<file path="src/rtl/qos_pkg.sv">
// Shared types and constants for the QoS dequeue scheduler.
package qos_pkg;

  localparam int unsigned NUM_BUFFERS = 4;
  localparam int unsigned COUNT_W     = 12;

  // Default per-round dequeue credits, buffer 1 (index 0) first.
  localparam int unsigned DEF_WEIGHT0 = 4;
  localparam int unsigned DEF_WEIGHT1 = 3;
  localparam int unsigned DEF_WEIGHT2 = 2;
  localparam int unsigned DEF_WEIGHT3 = 1;

  typedef enum logic [1:0] {
    IDLE,
    SELECT,
    REQ
  } state_e;

  typedef logic [1:0] buf_idx_t;

  function automatic logic [NUM_BUFFERS-1:0] idx_to_onehot(buf_idx_t idx);
    logic [NUM_BUFFERS-1:0] oh;
    oh      = '0;
    oh[idx] = 1'b1;
    return oh;
  endfunction

endpackage

</file>
<file path="src/rtl/qos_tick_timer.sv">
// Free-running tick generator: one-cycle pulse every TICK_CYCLES cycles while enabled.
module qos_tick_timer #(
  parameter int unsigned TICK_CYCLES = 150000000
) (
  input  logic clock_50,
  input  logic reset,
  input  logic enable,
  output logic tick
);

  localparam int unsigned CntW = (TICK_CYCLES > 1) ? $clog2(TICK_CYCLES) : 1;
  localparam logic [CntW-1:0] CntMax = CntW'(TICK_CYCLES - 1);

  logic [CntW-1:0] cnt_q, cnt_d;

  // Count while enabled, wrap at the terminal value; disabled holds at zero.
  always_comb begin
    cnt_d = cnt_q;
    if (!enable) begin
      cnt_d = '0;
    end else if (cnt_q == CntMax) begin
      cnt_d = '0;
    end else begin
      cnt_d = cnt_q + CntW'(1);
    end
  end

  // Counter register with synchronous reset.
  always_ff @(posedge clock_50) begin
    if (reset) begin
      cnt_q <= '0;
    end else begin
      cnt_q <= cnt_d;
    end
  end

  assign tick = enable && (cnt_q == CntMax);

endmodule

</file>
<file path="src/rtl/qos_scheduler.sv">
// Weighted round-robin dequeue scheduler over four packet buffers.
// Optional per-buffer served counters are built when QOS_SCHED_STATS_EN is defined.
module qos_scheduler
  import qos_pkg::*;
#(
  parameter int unsigned TICK_CYCLES = 150000000,
  parameter int unsigned WEIGHT0     = DEF_WEIGHT0,
  parameter int unsigned WEIGHT1     = DEF_WEIGHT1,
  parameter int unsigned WEIGHT2     = DEF_WEIGHT2,
  parameter int unsigned WEIGHT3     = DEF_WEIGHT3,
  parameter int unsigned ACK_TIMEOUT = 16
) (
  input  logic                   clock_50,
  input  logic                   reset,
  input  logic                   enable,
  input  logic [NUM_BUFFERS-1:0] buf_empty,
  input  logic                   pop_ack,
  output logic                   pop_req,
  output logic [1:0]             pop_sel,
  output logic [NUM_BUFFERS-1:0] last_served,
  output logic                   busy,
  output logic                   timeout_err
`ifdef QOS_SCHED_STATS_EN
  ,
  output logic [COUNT_W-1:0]     served_count0,
  output logic [COUNT_W-1:0]     served_count1,
  output logic [COUNT_W-1:0]     served_count2,
  output logic [COUNT_W-1:0]     served_count3
`endif
);

  localparam int unsigned WaitW = $clog2(ACK_TIMEOUT + 1);
  localparam logic [WaitW-1:0] WaitMax = WaitW'(ACK_TIMEOUT - 1);

  logic tick;

  qos_tick_timer #(
    .TICK_CYCLES(TICK_CYCLES)
  ) u_tick_timer (
    .clock_50(clock_50),
    .reset   (reset),
    .enable  (enable),
    .tick    (tick)
  );

  logic [2:0] weight [NUM_BUFFERS];
  assign weight[0] = 3'(WEIGHT0);
  assign weight[1] = 3'(WEIGHT1);
  assign weight[2] = 3'(WEIGHT2);
  assign weight[3] = 3'(WEIGHT3);

  state_e                 state_q, state_d;
  logic [2:0]             credit_q [NUM_BUFFERS];
  logic [2:0]             credit_d [NUM_BUFFERS];
  buf_idx_t               ptr_q, ptr_d;
  buf_idx_t               pop_sel_q, pop_sel_d;
  logic [NUM_BUFFERS-1:0] last_served_q, last_served_d;
  logic                   timeout_err_q, timeout_err_d;
  logic [WaitW-1:0]       wait_q, wait_d;
`ifdef QOS_SCHED_STATS_EN
  logic [COUNT_W-1:0]     served_q [NUM_BUFFERS];
  logic [COUNT_W-1:0]     served_d [NUM_BUFFERS];
`endif

  logic     cred_found, any_found, sel_valid;
  buf_idx_t cred_idx, first_idx, idx;
  logic     timed_out;

  // Candidate search: cyclic from ptr for credit, and fallback first non-empty from 0.
  always_comb begin
    cred_found = 1'b0;
    cred_idx   = '0;
    any_found  = 1'b0;
    first_idx  = '0;
    idx        = '0;
    for (int k = 0; k < NUM_BUFFERS; k++) begin
      idx = ptr_q + buf_idx_t'(k);
      if (!cred_found && !buf_empty[idx] && (credit_q[idx] != 3'd0)) begin
        cred_found = 1'b1;
        cred_idx   = idx;
      end
      if (!any_found && !buf_empty[k]) begin
        any_found = 1'b1;
        first_idx = buf_idx_t'(k);
      end
    end
    sel_valid = cred_found || any_found;
  end

  assign timed_out = (wait_q == WaitMax);

  // FSM state register.
  always_ff @(posedge clock_50) begin
    if (reset) begin
      state_q <= IDLE;
    end else begin
      state_q <= state_d;
    end
  end

  // FSM next-state; ticks seen outside IDLE are simply dropped.
  always_comb begin
    state_d = state_q;
    unique case (state_q)
      IDLE:    if (tick && (buf_empty != '1)) state_d = SELECT;
      SELECT:  state_d = sel_valid ? REQ : IDLE;
      REQ:     if (pop_ack || timed_out) state_d = IDLE;
      default: state_d = IDLE;
    endcase
  end

  // FSM outputs.
  always_comb begin
    pop_req = (state_q == REQ);
    busy    = (state_q != IDLE);
  end

  // Datapath next-state: credit bookkeeping, selection latch, ack/timeout handling.
  always_comb begin
    credit_d      = credit_q;
    ptr_d         = ptr_q;
    pop_sel_d     = pop_sel_q;
    last_served_d = last_served_q;
    timeout_err_d = timeout_err_q;
    wait_d        = wait_q;
`ifdef QOS_SCHED_STATS_EN
    served_d      = served_q;
`endif
    unique case (state_q)
      SELECT: begin
        wait_d = '0;
        if (cred_found) begin
          credit_d[cred_idx] = credit_q[cred_idx] - 3'd1;
          ptr_d              = cred_idx;
          pop_sel_d          = cred_idx;
        end else if (any_found) begin
          // Round exhausted: start a fresh round from buffer 1.
          for (int i = 0; i < NUM_BUFFERS; i++) credit_d[i] = weight[i];
          credit_d[first_idx] = weight[first_idx] - 3'd1;
          ptr_d               = first_idx;
          pop_sel_d           = first_idx;
        end
      end
      REQ: begin
        if (pop_ack) begin
          last_served_d = idx_to_onehot(pop_sel_q);
`ifdef QOS_SCHED_STATS_EN
          if (served_q[pop_sel_q] != '1) begin
            served_d[pop_sel_q] = served_q[pop_sel_q] + COUNT_W'(1);
          end
`endif
        end else if (timed_out) begin
          // Spent credit is intentionally not refunded.
          timeout_err_d = 1'b1;
        end else begin
          wait_d = wait_q + WaitW'(1);
        end
      end
      default: ;
    endcase
  end

  // Datapath registers with synchronous reset.
  always_ff @(posedge clock_50) begin
    if (reset) begin
      for (int i = 0; i < NUM_BUFFERS; i++) credit_q[i] <= weight[i];
      ptr_q         <= '0;
      pop_sel_q     <= '0;
      last_served_q <= '0;
      timeout_err_q <= 1'b0;
      wait_q        <= '0;
`ifdef QOS_SCHED_STATS_EN
      for (int i = 0; i < NUM_BUFFERS; i++) served_q[i] <= '0;
`endif
    end else begin
      credit_q      <= credit_d;
      ptr_q         <= ptr_d;
      pop_sel_q     <= pop_sel_d;
      last_served_q <= last_served_d;
      timeout_err_q <= timeout_err_d;
      wait_q        <= wait_d;
`ifdef QOS_SCHED_STATS_EN
      served_q      <= served_d;
`endif
    end
  end

  assign pop_sel     = pop_sel_q;
  assign last_served = last_served_q;
  assign timeout_err = timeout_err_q;
`ifdef QOS_SCHED_STATS_EN
  assign served_count0 = served_q[0];
  assign served_count1 = served_q[1];
  assign served_count2 = served_q[2];
  assign served_count3 = served_q[3];
`endif

endmodule

</file>
<file path="config.mk">
export PLATFORM = sky130hd
export DESIGN_NAME = qos_scheduler
export DESIGN_NICKNAME = d
export VERILOG_FILES = /design/src/rtl/qos_pkg.sv /design/src/rtl/qos_tick_timer.sv /design/src/rtl/qos_scheduler.sv
export SDC_FILE = /design/constraint.sdc
export NUM_CORES = 1
export LEC_CHECK = 0
export ABC_AREA = 1
export BUFFER_PORTS_ARGS = -buffer_cell sky130_fd_sc_hd__buf_4
export CORE_UTILIZATION = 45
export DETAILED_ROUTE_END_ITERATION = 10
export PLACE_DENSITY_LB_ADDON = 0.05
export SYNTH_ARGS = -nofsm -noshare
export SYNTH_HDL_FRONTEND = slang
export SYNTH_SLANG_ARGS = --single-unit
</file>
<file path="constraint.sdc">
create_clock -name clock_50 -period 4.2 [get_ports clock_50]
set_clock_uncertainty 0.15 [all_clocks]
set_input_delay 0 -clock clock_50 [delete_from_list [all_inputs] [get_ports clock_50]]
set_output_delay 0 -clock clock_50 [all_outputs]
set_load 0.02 [all_outputs]
</file>
==> metrics <==
status finished, final reports clean; reg2reg end credit_q[11]$_SDFFE_PP1P_; die height 85.0 um; Reg-to-Reg Start pop_sel[0]$_SDFFE_PP0P_; top-count cell post-synth nand2_1; ratio of cells with drive above 1 in the final layout 15.9%; post-route ant nets 0; Fillers 638; fin nets 486; core outline area 6490 um2; mapped cell area 3100 um2; EDFF count, synth 0; CTS sink cnt 54; Synth Flop Type dfxtp_1; Avg Inst Size Synth 6.93 um2; Slew Limit Fails 0; drt first pass iters 4; sequential fraction of the synthesis area 34.9%; Sw Share 23.8%; Pwr Density 268 nW/um2; Initial Util 47.7%; most frequent cells after synthesis 97 x nand2_1, 61 x inv_1, 54 x dfxtp_1; Area Overhead vs Synth 11.2%; Clk pin slew, worst setup/hold paths 0.10 ns; Final GP Congestion 0.921; initial antenna violation count 0; vias 2869; main area contributors after synthesis dfxtp_1 35%, nand2_1 12%, inv_1 7.4%; Comb pwr share 8.0%; top cell type's share of synthesized area 34.9%; FF+latch count, synth 54; GR Overflow Total 0; max-cap viol count 0; CTS Buffer Depth 2; RSZ-0062 raised after global routing no; critical path class reg -> reg; drt drc 0; Worst VDD drop 0.135 mV; sequential share of power 55.6%; first-pass GRT wire length 11.9 mm; I/O Buffers 16; fin crit share 79.1%; Worst-Skew Late Latency 0.31 ns; YS warnings 0; DR WL/cell 12.8 um; Worst setup endpoint credit_q[11]$_SDFFE_PP1P_; Post-DP Area 3280 um2; Post-Syn Nets 463; Root Driver clkbuf_8; Die Area 7220 um2; post-DP HPWL 5.29 mm; largest net degree at the start of global routing 21; post-route design area 3440 um2; Ports 17; critical path endpoint category register; H-tree Lvls 2; DR vias/cell 5.24; Worst setup startpoint pop_sel[0]$_SDFFE_PP0P_; Int Power 0.704 mW; Slew @ Worst Pin 0.872 ns; Fin Setup TNS 0 ns; vias in the first global route 2790; GRT Resource Usage Total 20.4%; Worst Path Arrival 3.39 ns; Critical Path Start Type register; CP max FO 12; Post-CTS Setup Bufs 0; HP Class in -> reg; Die X 85.0 um; Period minus WS final 3.32 ns; final wirelength 7.00 mm; total CTS buffers 5; Max-Slew Margin vs Limit 41.3%; final count of hold timing violations 0; Final setup viols 0; power share of the clock group 36.4%; Reg2Reg Setup Slack 0.88 ns; critical path required time 4.27 ns; worst r2r path cells 21; Sw Pwr 0.220 mW; ys async rst share 0%; Synth Instances 447; Yosys top cell by area dfxtp_1; fmax 301 MHz; Initial DRC Count 153; Leak 1.39 nW; CTS tree yes; # rows 29; ANT cells 0; Netlist cell types 37
[worst min path at each step]
stage	depth (start not counted)	from	endpoint
CTS	6	buf_empty[0]	credit_q[6]$_SDFFE_PP1P_
detailed placement	3	enable	state_q[0]$_SDFFE_PP0P_
finish	6	buf_empty[0]	credit_q[6]$_SDFFE_PP1P_
global placement	3	enable	state_q[0]$_SDFFE_PP0P_
global route	6	buf_empty[0]	credit_q[6]$_SDFFE_PP1P_
floorplan	2	enable	state_q[0]$_SDFFE_PP0P_
[kinds of logic (layout without fill, tap and decap cells)]
kind of cell | Yosys count | in the layout | synth area share (%)
compound gates | 62 | 62 | 11.6
xor+xnor | 7 | 7 | 1.98
fa+ha+maj | 8 | 8 | 3.23
buf+inv | 75 | 99 | 9.66
flops | 54 | 54 | 34.9
simple gates | 241 | 241 | 38.6
[registers in the layout (all words and copies together) (netlist names)]
signal and flops:
credit_q 12, u_tick_timer.cnt_q 28, state_q 2, timeout_err 1
pop_sel 2, last_served 4, wait_q 5
[per-layer routing]
metal / track usage, % / part of all wire, %
met1: 23.0 / 44
met5: 0 / 0
met3: 3.50 / 3.6
met4: 9.55 / 2.7
met2: 37.2 / 49
[area by class of cell]
type	instances	area [um2]	share of cell area, %
Multi-Input combinational cell	318	1720	49.9
Sequential cell	54	1080	31.4
Tap cell	77	96.3	2.80
Timing Repair Buffer	22	178	5.16
Clock buffer	8	110	3.20
Inverter	69	262	7.59
[worst max-delay path, stage by stage, from the launching register on]
cell	delay (ns)
dfxtp_1	0.63
inv_4	0.11
ha_1	0.42
inv_1	0.10
nand3_1	0.10
nand2_2	0.13
inv_2	0.04
nand3_1	0.09
nand3_1	0.14
nand2_2	0.26
nand2_1	0.08
o21ai_1	0.08
nand2_1	0.12
nand2_1	0.10
inv_1	0.06
ha_1	0.20
inv_1	0.06
nand3_1	0.13
nand2_1	0.10
nand2_1	0.05
nand2_1	0.06
nand2_1	0.04
[repair_timing]
item	in CTS	in global routing
resized for setup	0	0
hold buffers	5	0
hold endpoints to repair	19	0
[power groups by stage]
stage	combinational [mW]	sequential (mW)	clock, mW
floorplan	0.0524	0.525	0
global placement	0.0704	0.525	0
detailed placement	0.0698	0.525	0
CTS	0.0730	0.513	0.349
global route	0.0843	0.513	0.362
finish	0.0740	0.513	0.336
[per-stage QoR]
stage | hold slack [ns] | power [mW] | std cells | setup WS, ns | utilization (%)
final | 0.0118 | 0.924 | 548 | 0.877 | 53.0
after global routing | 0.0718 | 0.960 | 548 | 0.508 | 53.0
after CTS | 0.000564 | 0.935 | 548 | 0.912 | 53.0
after detailed placement | 0.126 | 0.595 | 535 | 0.930 | 50.5
after global placement | 0.122 | 0.595 | 535 | 1.03 | 50.5
after floorplan | -0.0157 | 0.577 | 447 | 1.20 | -
[placed cells by master (no fill, tap or decap), types with 2 or more instances in the layout]
cell type and instances:
nor2_2 7, dfxtp_1 54, a21oi_2 3, xor2_1 7, nor2_4 4, nand2_1 97
a21oi_1 36, nor4_2 2, o21a_1 3, o21ai_0 10, clkbuf_8 8, nand3_2 2
dlygate4sd3_1 5, o22ai_1 2, nor2_1 33, nand2_2 16, ha_1 8, a221oi_1 2
o21ai_1 2, nand3_1 42, nor3_2 4, nand4_1 11, inv_1 61, inv_2 6
buf_4 17, nor4_1 6, nor3_1 13
No activity file was read; power rests on OpenSTA's default activity.
